## config.mk

```make
export PLATFORM = sky130hd
export DESIGN_NAME = riscv_trace_buffer_flat
export DESIGN_NICKNAME = d
export VERILOG_FILES = /design/src/rtl/riscv_trace_buffer_if.sv /design/src/rtl/riscv_trace_buffer.sv /design/src/flat_wrapper.sv
export SDC_FILE = /design/constraint.sdc
export NUM_CORES = 1
export LEC_CHECK = 0
export CELL_PAD_IN_SITES_DETAIL_PLACEMENT = 0
export CELL_PAD_IN_SITES_GLOBAL_PLACEMENT = 2
export CORE_ASPECT_RATIO = 1.1
export CORE_MARGIN = 2
export CORE_UTILIZATION = 43
export DETAILED_ROUTE_END_ITERATION = 12
export PLACE_DENSITY_LB_ADDON = 0.1
export SYNTH_ARGS = -nofsm -noshare
export SYNTH_HDL_FRONTEND = slang
export SYNTH_SLANG_ARGS = --single-unit
```

## constraint.sdc

```tcl
create_clock -name clk_i -period 6.35 [get_ports clk_i]
set_input_delay 0.635 -clock clk_i [delete_from_list [all_inputs] [get_ports clk_i]]
set_output_delay 0.635 -clock clk_i [all_outputs]
set_load 0.02 [all_outputs]
```

## src/rtl/riscv_trace_buffer_if.sv

```systemverilog
// -----------------------------------------------------------------------------
// riscv_trace_buffer_if
// Purpose : groups the capture, trigger, read-back and status signals of the
//           retired-instruction trace buffer into one bundle.
// Modports:
//   master - the core/debug side: drives retire, arm, trigger and read index,
//            observes read data and status.
//   slave  - the trace buffer itself.
// Signals :
//   valid_i, pc_i, instr_i     retire strobe and {pc, instr} of the instruction
//   arm_i                      clear buffer and start capture
//   trig_en_i, trig_pc_i       PC-match trigger enable and address
//   rd_addr_i                  read index, 0 = oldest captured entry
//   rd_pc_o, rd_instr_o        registered read data
//   rd_valid_o                 registered "index < count"
//   count_o, state_o, done_o   capture status
//   rd_ts_o                    registered timestamp (TRACE_TIMESTAMP_EN only)
// -----------------------------------------------------------------------------
interface riscv_trace_buffer_if #(
    parameter int DW    = 32,
    parameter int DEPTH = 16,
    parameter int AW    = $clog2(DEPTH)
`ifdef TRACE_TIMESTAMP_EN
    ,
    parameter int TSW   = 16
`endif
);
    logic          valid_i;
    logic [DW-1:0] pc_i;
    logic [DW-1:0] instr_i;
    logic          arm_i;
    logic          trig_en_i;
    logic [DW-1:0] trig_pc_i;
    logic [AW-1:0] rd_addr_i;
    logic [DW-1:0] rd_pc_o;
    logic [DW-1:0] rd_instr_o;
    logic          rd_valid_o;
    logic [AW:0]   count_o;
    logic [1:0]    state_o;
    logic          done_o;
`ifdef TRACE_TIMESTAMP_EN
    logic [TSW-1:0] rd_ts_o;
`endif

    modport master (
        output valid_i, pc_i, instr_i, arm_i, trig_en_i, trig_pc_i, rd_addr_i,
        input  rd_pc_o, rd_instr_o, rd_valid_o, count_o, state_o, done_o
`ifdef TRACE_TIMESTAMP_EN
        ,
        input  rd_ts_o
`endif
    );

    modport slave (
        input  valid_i, pc_i, instr_i, arm_i, trig_en_i, trig_pc_i, rd_addr_i,
        output rd_pc_o, rd_instr_o, rd_valid_o, count_o, state_o, done_o
`ifdef TRACE_TIMESTAMP_EN
        ,
        output rd_ts_o
`endif
    );
endinterface

```

## src/rtl/riscv_trace_buffer.sv

```systemverilog
// -----------------------------------------------------------------------------
// riscv_trace_buffer
// Purpose : captures {pc, instr} of every retired instruction into a DEPTH-entry
//           circular buffer. An optional PC-match trigger lets POST_TRIG more
//           entries be captured after the trigger entry, then the buffer
//           freezes so the history around the event can be read back
//           oldest-first by on-chip debug.
// Ports   :
//   clk_i  - clock
//   rst_i  - asynchronous reset, active-low
//   bus    - riscv_trace_buffer_if.slave (retire, arm, trigger, read, status)
// Config  : TRACE_TIMESTAMP_EN - adds a free-running TSW-bit cycle counter,
//           stores it with each entry and returns it on bus.rd_ts_o.
//
//   state  | meaning
//   -------+----------------------------------------------------------
//   IDLE   | out of reset, nothing captured
//   ARMED  | capturing every retire, watching for the trigger PC
//   POST   | trigger seen, capturing post_cnt more entries
//   FROZEN | capture stopped, contents stable for read-back
// -----------------------------------------------------------------------------
module riscv_trace_buffer #(
    parameter int DW        = 32,
    parameter int DEPTH     = 16,
    parameter int AW        = $clog2(DEPTH),
    parameter int POST_TRIG = 4
`ifdef TRACE_TIMESTAMP_EN
    ,
    parameter int TSW       = 16
`endif
) (
    input logic                 clk_i,
    input logic                 rst_i,
    riscv_trace_buffer_if.slave bus
);

    localparam logic [1:0]    S_IDLE    = 2'd0;
    localparam logic [1:0]    S_ARMED   = 2'd1;
    localparam logic [1:0]    S_POST    = 2'd2;
    localparam logic [1:0]    S_FROZEN  = 2'd3;
    localparam logic [AW:0]   FULL      = (AW+1)'(DEPTH);
    localparam logic [AW-1:0] POST_LOAD = AW'(POST_TRIG);
    localparam logic [AW-1:0] POST_LAST = AW'(1);

    logic [1:0]    r_state;
    logic [1:0]    w_state_nxt;
    logic [AW-1:0] r_wr_ptr;
    logic [AW:0]   r_count;
    logic [AW-1:0] r_post_cnt;

    logic          w_capture;
    logic          w_trig;
    logic [AW-1:0] w_rd_base;
    logic [AW-1:0] w_rd_phys;

    logic [DW-1:0] r_mem_pc    [DEPTH];
    logic [DW-1:0] r_mem_instr [DEPTH];
    logic [DW-1:0] r_rd_pc;
    logic [DW-1:0] r_rd_instr;
    logic          r_rd_valid;

`ifdef TRACE_TIMESTAMP_EN
    logic [TSW-1:0] r_ts;
    logic [TSW-1:0] r_mem_ts [DEPTH];
    logic [TSW-1:0] r_rd_ts;
`endif

    // arm_i wins over a same-cycle retire: that instruction is dropped.
    assign w_capture = ((r_state == S_ARMED) || (r_state == S_POST)) &&
                       bus.valid_i && !bus.arm_i;
    assign w_trig    = (r_state == S_ARMED) && bus.valid_i && !bus.arm_i &&
                       bus.trig_en_i && (bus.pc_i == bus.trig_pc_i);

    // ---------------- FSM: state register ----------------
    always_ff @(posedge clk_i or negedge rst_i) begin
        if (!rst_i) begin
            r_state <= S_IDLE;
        end else begin
            r_state <= w_state_nxt;
        end
    end

    // ---------------- FSM: next state ----------------
    always_comb begin
        w_state_nxt = r_state;
        if (bus.arm_i) begin
            w_state_nxt = S_ARMED;
        end else begin
            unique case (r_state)
                S_IDLE:   w_state_nxt = S_IDLE;
                S_ARMED:  if (w_trig) w_state_nxt = (POST_TRIG == 0) ? S_FROZEN : S_POST;
                S_POST:   if (bus.valid_i && (r_post_cnt == POST_LAST)) w_state_nxt = S_FROZEN;
                S_FROZEN: w_state_nxt = S_FROZEN;
                default:  w_state_nxt = S_IDLE;
            endcase
        end
    end

    // ---------------- FSM: outputs ----------------
    always_comb begin
        bus.state_o = r_state;
        bus.done_o  = (r_state == S_FROZEN);
    end

    // ---------------- write pointer, fill count, post-trigger count ----------------
    always_ff @(posedge clk_i or negedge rst_i) begin
        if (!rst_i) begin
            r_wr_ptr   <= '0;
            r_count    <= '0;
            r_post_cnt <= '0;
        end else if (bus.arm_i) begin
            r_wr_ptr   <= '0;
            r_count    <= '0;
            r_post_cnt <= '0;
        end else begin
            if (w_capture) begin
                // DEPTH is a power of two, so the pointer wraps on its own.
                r_wr_ptr <= r_wr_ptr + 1'b1;
                if (r_count != FULL) begin
                    r_count <= r_count + 1'b1;
                end
            end
            if (w_trig) begin
                r_post_cnt <= POST_LOAD;
            end else if ((r_state == S_POST) && bus.valid_i) begin
                r_post_cnt <= r_post_cnt - 1'b1;
            end
        end
    end

    // ---------------- storage (not reset; rd_valid gates stale data) ----------------
    always_ff @(posedge clk_i) begin
        if (w_capture) begin
            r_mem_pc[r_wr_ptr]    <= bus.pc_i;
            r_mem_instr[r_wr_ptr] <= bus.instr_i;
`ifdef TRACE_TIMESTAMP_EN
            r_mem_ts[r_wr_ptr]    <= r_ts;
`endif
        end
    end

    // Once the buffer has wrapped, the oldest entry sits at the write pointer.
    assign w_rd_base = (r_count == FULL) ? r_wr_ptr : '0;
    assign w_rd_phys = w_rd_base + bus.rd_addr_i;

    // Registered read; a same-cycle write to that entry is seen next cycle.
    always_ff @(posedge clk_i or negedge rst_i) begin
        if (!rst_i) begin
            r_rd_pc    <= '0;
            r_rd_instr <= '0;
            r_rd_valid <= 1'b0;
        end else begin
            r_rd_pc    <= r_mem_pc[w_rd_phys];
            r_rd_instr <= r_mem_instr[w_rd_phys];
            r_rd_valid <= ({1'b0, bus.rd_addr_i} < r_count);
        end
    end

    assign bus.rd_pc_o    = r_rd_pc;
    assign bus.rd_instr_o = r_rd_instr;
    assign bus.rd_valid_o = r_rd_valid;
    assign bus.count_o    = r_count;

`ifdef TRACE_TIMESTAMP_EN
    always_ff @(posedge clk_i or negedge rst_i) begin
        if (!rst_i) begin
            r_ts    <= '0;
            r_rd_ts <= '0;
        end else begin
            r_ts    <= r_ts + 1'b1;
            r_rd_ts <= r_mem_ts[w_rd_phys];
        end
    end

    assign bus.rd_ts_o = r_rd_ts;
`endif

endmodule

```

## src/flat_wrapper.sv

```systemverilog
// flat-port wrapper written by rule: the top's interface ports become plain ports
module riscv_trace_buffer_flat 
#(
    parameter int DW        = 32,
    parameter int DEPTH     = 16,
    parameter int AW        = $clog2(DEPTH),
    parameter int POST_TRIG = 4

)
  (clk_i, rst_i, bus_valid_i, bus_pc_i, bus_instr_i, bus_arm_i, bus_trig_en_i, bus_trig_pc_i, bus_rd_addr_i, bus_rd_pc_o, bus_rd_instr_o, bus_rd_valid_o, bus_count_o, bus_state_o, bus_done_o);
  riscv_trace_buffer_if #(.DW(DW), .DEPTH(DEPTH), .AW(AW)) bus_i ();
  input logic clk_i;
  input logic rst_i;
  input wire logic [$bits(bus_i.valid_i)-1:0] bus_valid_i;
  input wire logic [$bits(bus_i.pc_i)-1:0] bus_pc_i;
  input wire logic [$bits(bus_i.instr_i)-1:0] bus_instr_i;
  input wire logic [$bits(bus_i.arm_i)-1:0] bus_arm_i;
  input wire logic [$bits(bus_i.trig_en_i)-1:0] bus_trig_en_i;
  input wire logic [$bits(bus_i.trig_pc_i)-1:0] bus_trig_pc_i;
  input wire logic [$bits(bus_i.rd_addr_i)-1:0] bus_rd_addr_i;
  output wire logic [$bits(bus_i.rd_pc_o)-1:0] bus_rd_pc_o;
  output wire logic [$bits(bus_i.rd_instr_o)-1:0] bus_rd_instr_o;
  output wire logic [$bits(bus_i.rd_valid_o)-1:0] bus_rd_valid_o;
  output wire logic [$bits(bus_i.count_o)-1:0] bus_count_o;
  output wire logic [$bits(bus_i.state_o)-1:0] bus_state_o;
  output wire logic [$bits(bus_i.done_o)-1:0] bus_done_o;
  assign bus_i.valid_i = bus_valid_i;
  assign bus_i.pc_i = bus_pc_i;
  assign bus_i.instr_i = bus_instr_i;
  assign bus_i.arm_i = bus_arm_i;
  assign bus_i.trig_en_i = bus_trig_en_i;
  assign bus_i.trig_pc_i = bus_trig_pc_i;
  assign bus_i.rd_addr_i = bus_rd_addr_i;
  assign bus_rd_pc_o = bus_i.rd_pc_o;
  assign bus_rd_instr_o = bus_i.rd_instr_o;
  assign bus_rd_valid_o = bus_i.rd_valid_o;
  assign bus_count_o = bus_i.count_o;
  assign bus_state_o = bus_i.state_o;
  assign bus_done_o = bus_i.done_o;
  riscv_trace_buffer #(.DW(DW), .DEPTH(DEPTH), .AW(AW), .POST_TRIG(POST_TRIG)) u_core (.clk_i(clk_i), .rst_i(rst_i), .bus(bus_i));
endmodule
```

== Word level (Yosys, flattened, before mapping) ==
Memories as Yosys holds them, arrays and structs flattened. A register that Yosys moved wholly into a read port is not among the register bits.
Index checks and enable logic that the tools add are counted.
Widths: inputs -> output; s select.

* Multiply operators: 0
* Divide/modulo/power cells: 0
* Shift operators: 0
* Bitwise operators: 0
* Equal/unequal tests: 9
* Muxes and demuxes: 15
* Reductions and logical operators: 18
* $add $sub $neg: 4
* $lt $le $gt $ge: 1

{| class="wikitable"
|+ Operators by type and width
! operator !! number
|-
| $eq 32x32->1 || 1
|-
| $mux 4 || 6
|-
| $mux 5 || 3
|-
| $logic_and 1x1->1 || 8
|-
| $pmux 2 s4 || 1
|-
| $mux 2 || 3
|-
| $add 5x1->5 const B || 1
|-
| $eq 5x5->1 const B || 1
|-
| $lt 4x5->1 || 1
|-
| $ne 5x5->1 const B || 1
|-
| $add 4x1->4 const B || 1
|-
| $add 4x4->4 || 1
|-
| $eq 2x2->1 const B || 2
|-
| $eq 4x1->1 const B || 1
|-
| $reduce_and 2->1 || 2
|-
| $reduce_bool 2->1 || 2
|-
| $sub 4x1->4 const B || 1
|-
| $logic_not 1->1 || 3
|-
| $ne 3x2->1 const B || 1
|-
| $ne 3x3->1 const B || 1
|-
| $reduce_bool 3->1 || 1
|-
| $eq 2x1->1 const B || 1
|-
| $logic_not 2->1 || 1
|-
| $mux 1 || 2
|-
| $logic_or 1x1->1 || 1
|}

* Latch bits: 0
* RAM bits: 1,024
* Memory bits (read-only): 0
* Register bits after elaboration: 16
* Memories kept: 2
* Word-level logic and storage cells: 54

{| class="wikitable"
|+ Memories
! memory !! words !! width !! rd ports !! clocked after memory_dff !! write ports !! line !! source
|-
| u_core.r_mem_instr || 16 || 32 || 1 || 1 || 1 || riscv_trace_buffer.sv:57 || <nowiki>logic [DW-1:0] r_mem_instr [DEPTH];</nowiki>
|-
| u_core.r_mem_pc || 16 || 32 || 1 || 1 || 1 || riscv_trace_buffer.sv:56 || <nowiki>logic [DW-1:0] r_mem_pc [DEPTH];</nowiki>
|}

== Depth between registers and ports, before layout ==
* Depth after elaboration: 8
* Depth in mapped cells: 12

== Least setup slack after synthesis ==
OpenSTA, ideal clock, no wires.

* Path type: register to register
* Start: register u_core.r_state[0], in the netlist u_core.bus.state_o[0]
* End: memory u_core.r_mem_instr[0][0], enable pin
* Clock period less this slack: 6.343 ns
* Cell stages (with the launch flop): 7
* Arrival: 5.778 ns
* Data required time: 5.785 ns
* Setup slack: 0.007 ns
* Cell sequence: dfrtp_1 inv_1 ha_1 and2_1 clkbuf_1 nand3_1 nor3_1

* Longest elaborated chain between the ends: 6
* Elaborated cells on any way between the ends: 7
* Those cells by class: eq/ne (2); mux (2); reduce/logical (3)

{| class="wikitable"
|+ RTL lines
! what !! line !! source
|-
| from (decl) || riscv_trace_buffer.sv:45 || <nowiki>logic [1:0] r_state;</nowiki>
|-
| from (signal assigned) || riscv_trace_buffer.sv:79 || <nowiki>r_state <= w_state_nxt;</nowiki>
|-
| $eq 2x1->1 / $eq 2x2->1 (equally long branches) || riscv_trace_buffer.sv:69 || <nowiki>assign w_capture = ((r_state == S_ARMED) || (r_state == S_POST)) &&</nowiki>
|-
| $logic_or 1x1->1 (*) || riscv_trace_buffer.sv:69 ||
|-
| $logic_and 1x1->1 (*) || riscv_trace_buffer.sv:69 ||
|-
| $logic_and 1x1->1 (*) || riscv_trace_buffer.sv:70 || <nowiki>bus.valid_i && !bus.arm_i;</nowiki>
|-
| $mux 1 (*) || riscv_trace_buffer.sv:133 || <nowiki>if (w_capture) begin</nowiki>
|-
| $mux 1 (implied by the code) (*) || riscv_trace_buffer.sv:135 || <nowiki>r_mem_instr[r_wr_ptr] <= bus.instr_i;</nowiki>
|-
| to (decl) || riscv_trace_buffer.sv:57 ||
|}

Every way passes the cells marked *; elsewhere a longest branch is shown, timed or not.

== Final worst setup path ==
* Start: register u_core.r_count[0], in the netlist u_core.bus.count_o[0]
* End: register u_core.r_rd_pc[21], in the netlist u_core.bus.rd_pc_o[21], read port of u_core.r_mem_pc

* Longest elaborated chain between the ends: 3

{| class="wikitable"
|+ RTL lines
! what !! line !! source
|-
| from (decl) || riscv_trace_buffer.sv:48 || <nowiki>logic [AW:0] r_count;</nowiki>
|-
| from (signal assigned) || riscv_trace_buffer.sv:120 || <nowiki>r_count <= r_count + 1'b1;</nowiki>
|-
| $eq 5x5->1 || riscv_trace_buffer.sv:143 || <nowiki>assign w_rd_base = (r_count == FULL) ? r_wr_ptr : '0;</nowiki>
|-
| $mux 4 || riscv_trace_buffer.sv:143 ||
|-
| $add 4x4->4 || riscv_trace_buffer.sv:144 || <nowiki>assign w_rd_phys = w_rd_base + bus.rd_addr_i;</nowiki>
|-
| to (decl) || riscv_trace_buffer.sv:58 || <nowiki>logic [DW-1:0] r_rd_pc;</nowiki>
|}

Every way passes these cells.
A chain may end at the register's enable or synchronous reset.

==> impl_metrics.env <==
export IMPL_r2r_cells=11
export IMPL_cp_cell_sequence="inv_1 -> ha_1 -> and4bb_4 -> and2_1 -> ha_4 -> fa_4 -> buf_12 -> mux4_2 -> and2_1 -> a211oi_1 -> a31oi_1"
export IMPL_cp_start_kind="register"
export IMPL_crit_fanout=62
export IMPL_status="finished, final reports clean"
export IMPL_ys_seq_area_frac=0.776
export IMPL_syn_avg_cell_area_um2=21.7
export IMPL_synth_mux_area_frac=0.137
export IMPL_antenna_found_initial=3
export IMPL_relSlewSlack=0.208
export IMPL_synthSimpleGateAreaFrac=0.0308
export IMPL_cts_root_buf="clkbuf_16"
export IMPL_synth_top_family_by_area="multiplexers"
export IMPL_ys_types=39
export IMPL_synth_compound_area_share=0.0267
export IMPL_synthFlopType="edfxtp_1"
export IMPL_max_cap_violations=0
export IMPL_p_leak_nw=15.8
export IMPL_ant_nets=0
export IMPL_syn_nets=2073
export IMPL_clockBufferDepth=3
export IMPL_period_needed_ns=4.02
export IMPL_drv_slew=0
export IMPL_cts_clk_slew_worst_paths_ns=0.06
export IMPL_min_period_over_period=0.633
export IMPL_crit_top_cell="and2_1"
export IMPL_initial_core_util=0.434
export IMPL_hold_buffers=0
export IMPL_synth_edf_count=1024
export IMPL_nets=2312
export IMPL_yosysTopAreaCellShare=0.729
export IMPL_cts_buffers=112
export IMPL_cp_required_ns=6.84
export IMPL_post_cts_setup_buffers=0
export IMPL_postCtsResizedCells=0
export IMPL_globalplace_congestion=0.704
export IMPL_routed_wirelength_mm=103
export IMPL_cp_slowest_stage_delay_ns=1.27
export IMPL_die_w_um=303
export IMPL_setup_violations=0
export IMPL_core_area_um2=97300
export IMPL_ir_worst_vdd_mv=0.223
export IMPL_viasPerCell=5.59
export IMPL_wire_per_inst_um=29.0
export IMPL_synth_seq_cells=1104
export IMPL_htreeDepth=3
export IMPL_cts_sinks=1104
export IMPL_drc=0
export IMPL_synth_area_um2=42200
export IMPL_grt_pass1_wl_mm=149
export IMPL_yosys_warnings=0
export IMPL_io_pins=178
export IMPL_grt_usage=0.208
export IMPL_grt_pass1_vias=21500
export IMPL_async_flop_share=0.0725
export IMPL_die_height_um=333
export IMPL_syn_to_final_growth_pct=17.2
export IMPL_rrSetupSlack_ns=2.33
export IMPL_place_area_um2=45700
export IMPL_grt_max_degree=129
export IMPL_drtPass1Iterations=7
export IMPL_num_vias=19900
export IMPL_dpl_hpwl_mm=52.6
export IMPL_rsz0062_at_grt="false"
export IMPL_clk_latency_ns=0.68
export IMPL_fin_worst_skew_ns=0.0269
export IMPL_path_class="reg2reg"
export IMPL_synthTopCellsByArea="edfxtp_1 73%, mux4_2 13%, dfrtp_1 4.7%"
export IMPL_end_kind="register"
export IMPL_hold_viol=0
export IMPL_power_density_nw_per_um2=325
export IMPL_synth_xor_area_frac=0.00972
export IMPL_yosys_area_top_type="edfxtp_1"
export IMPL_crit_arrival_ns=4.51
export IMPL_stdcell_area_um2=49500
export IMPL_synthCells=1949
export IMPL_cp_slowest_cell="fa_4"
export IMPL_finalSetupTns_ns=0
export IMPL_nFillCells=7816
export IMPL_cts_tree="built"
export IMPL_row_count=120
export IMPL_tightest_slew_ns=1.19
export IMPL_drive_gt1_frac=0.235
export IMPL_maxClockFrequency_ghz=0.249
export IMPL_synthAdderAreaFrac=0.00581
export IMPL_dieArea_um2=101000
export IMPL_numPortBuffers=177
export IMPL_timing_hold_worst_class="in2async"
export IMPL_drt_iter0_markers=1658
export IMPL_overflow=0
-- cells in the final DEF, fill, tap and decap left out, types with 4 or more instances in the layout --
master	count
edfxtp_1	1024
mux4_2	252
clkdlybuf4s50_1	176
nand2_1	140
clkbuf_16	113
dfrtp_1	80
and2_1	68
a31oi_1	65
buf_4	37
a211oi_1	32
a211oi_2	32
xnor2_1	30
clkbuf_1	28
clkinv_2	25
nor2_1	17
ha_1	17
clkbuf_8	15
buf_12	14
bufinv_16	13
and2_4	12
xor2_1	12
inv_1	11
nand4_1	10
clkinv_1	8
a21oi_1	6
clkinvlp_4	5
mux4_1	4
-- power by group --
part / switching, mW / internal [mW] / total (mW)
logic: 0.678 / 0.471 / 1.15
registers: 0.0814 / 8.17 / 8.25
clock network: 2.72 / 3.97 / 6.70
-- registers in the layout, indices dropped and copies added, names as in the netlist --
name	cells
u_core.r_mem_pc	512
u_core.bus.rd_pc_o	32
u_core.r_wr_ptr	4
u_core.r_mem_instr	512
u_core.bus.rd_valid_o	1
u_core.bus.count_o	5
u_core.bus.state_o	2
u_core.r_post_cnt	4
u_core.bus.rd_instr_o	32
-- area by class of cell --
class	count	area [um2]	share of cell area
Multi-Input combinational cell	732	8970	0.181
Tap cell	1281	1600	0.0324
Inverter	11	41.3	0.000835
Antenna cell	1	2.50	0.0000506
Sequential cell	1104	32800	0.662
Timing Repair Buffer	227	2320	0.0469
Clock buffer	156	3140	0.0635
Clock inverter	55	633	0.0128
-- through the flow --
step                      worst slack, ns  power [mW]  hold slack (ns)   util  std cells
after CTS                            2.26        16.3           0.0166  0.508       3566
after global routing                 2.13        16.6           0.0444  0.508       3566
after detailed placement             2.18        9.58            0.544  0.470       3355
after global placement               2.25        9.56            0.530  0.470       3355
after floorplan                   0.00742        9.01            0.339      -       1949
final                                2.33        16.1           0.0102  0.508       3567
-- per-layer routing --
layer,track usage,vias up,part of all wire
li1,-,8503,-
met1,0.286,10800,0.43
met2,0.353,476,0.51
met3,0.0284,116,0.042
met4,0.0496,2,0.018
met5,0,-,0.000097
-- cell families (layout without fill, tap and decap cells) --
kind of cell | count (synthesis) | count (layout)
flip-flops | 1104 | 1104
AND/OR/NAND/NOR | 269 | 269
multiplexers | 256 | 256
AO/OA/AOI/OAI | 142 | 142
buffers and inverters | 113 | 449
XOR/XNOR | 46 | 46
adder cells (fa/ha/maj) | 19 | 19
other | 0 | 1
-- worst max-delay path: cells and delay by family (launching register included) --
| family | cells | cell delay (ns) |
|---|---|---|
| adders and majority gates | 3 | 1.64 |
| and+or+nand+nor | 3 | 0.57 |
| buffers and inverters | 2 | 0.51 |
| DFF | 1 | 0.42 |
| muxes | 1 | 0.35 |
| AOI/OAI and AO/OA | 2 | 0.30 |
-- worst paths after layout --
check | endpoint | from
hold / removal | u_core.bus.rd_valid_o | rst_i
setup reg to reg | u_core.bus.rd_pc_o[21] | u_core.bus.count_o[0]
hold reg to reg | u_core.r_post_cnt[3] | u_core.r_post_cnt[3]
min in group clk_i | u_core.r_post_cnt[3] | u_core.r_post_cnt[3]
max in group asynchronous | u_core.bus.rd_instr_o[1] | rst_i
setup / recovery | u_core.bus.rd_pc_o[21] | u_core.bus.count_o[0]
-- cell usage after synthesis (all sizes together), types with 18 or more instances --
library cell	instances
a211oi	64
mux4	256
dfrtp	80
clkbuf	42
ha	18
nor2	20
edfxtp	1024
and2	80
nand2	141
a31oi	65
buf	60
xnor2	33
Power figures use the tool's default switching activity.
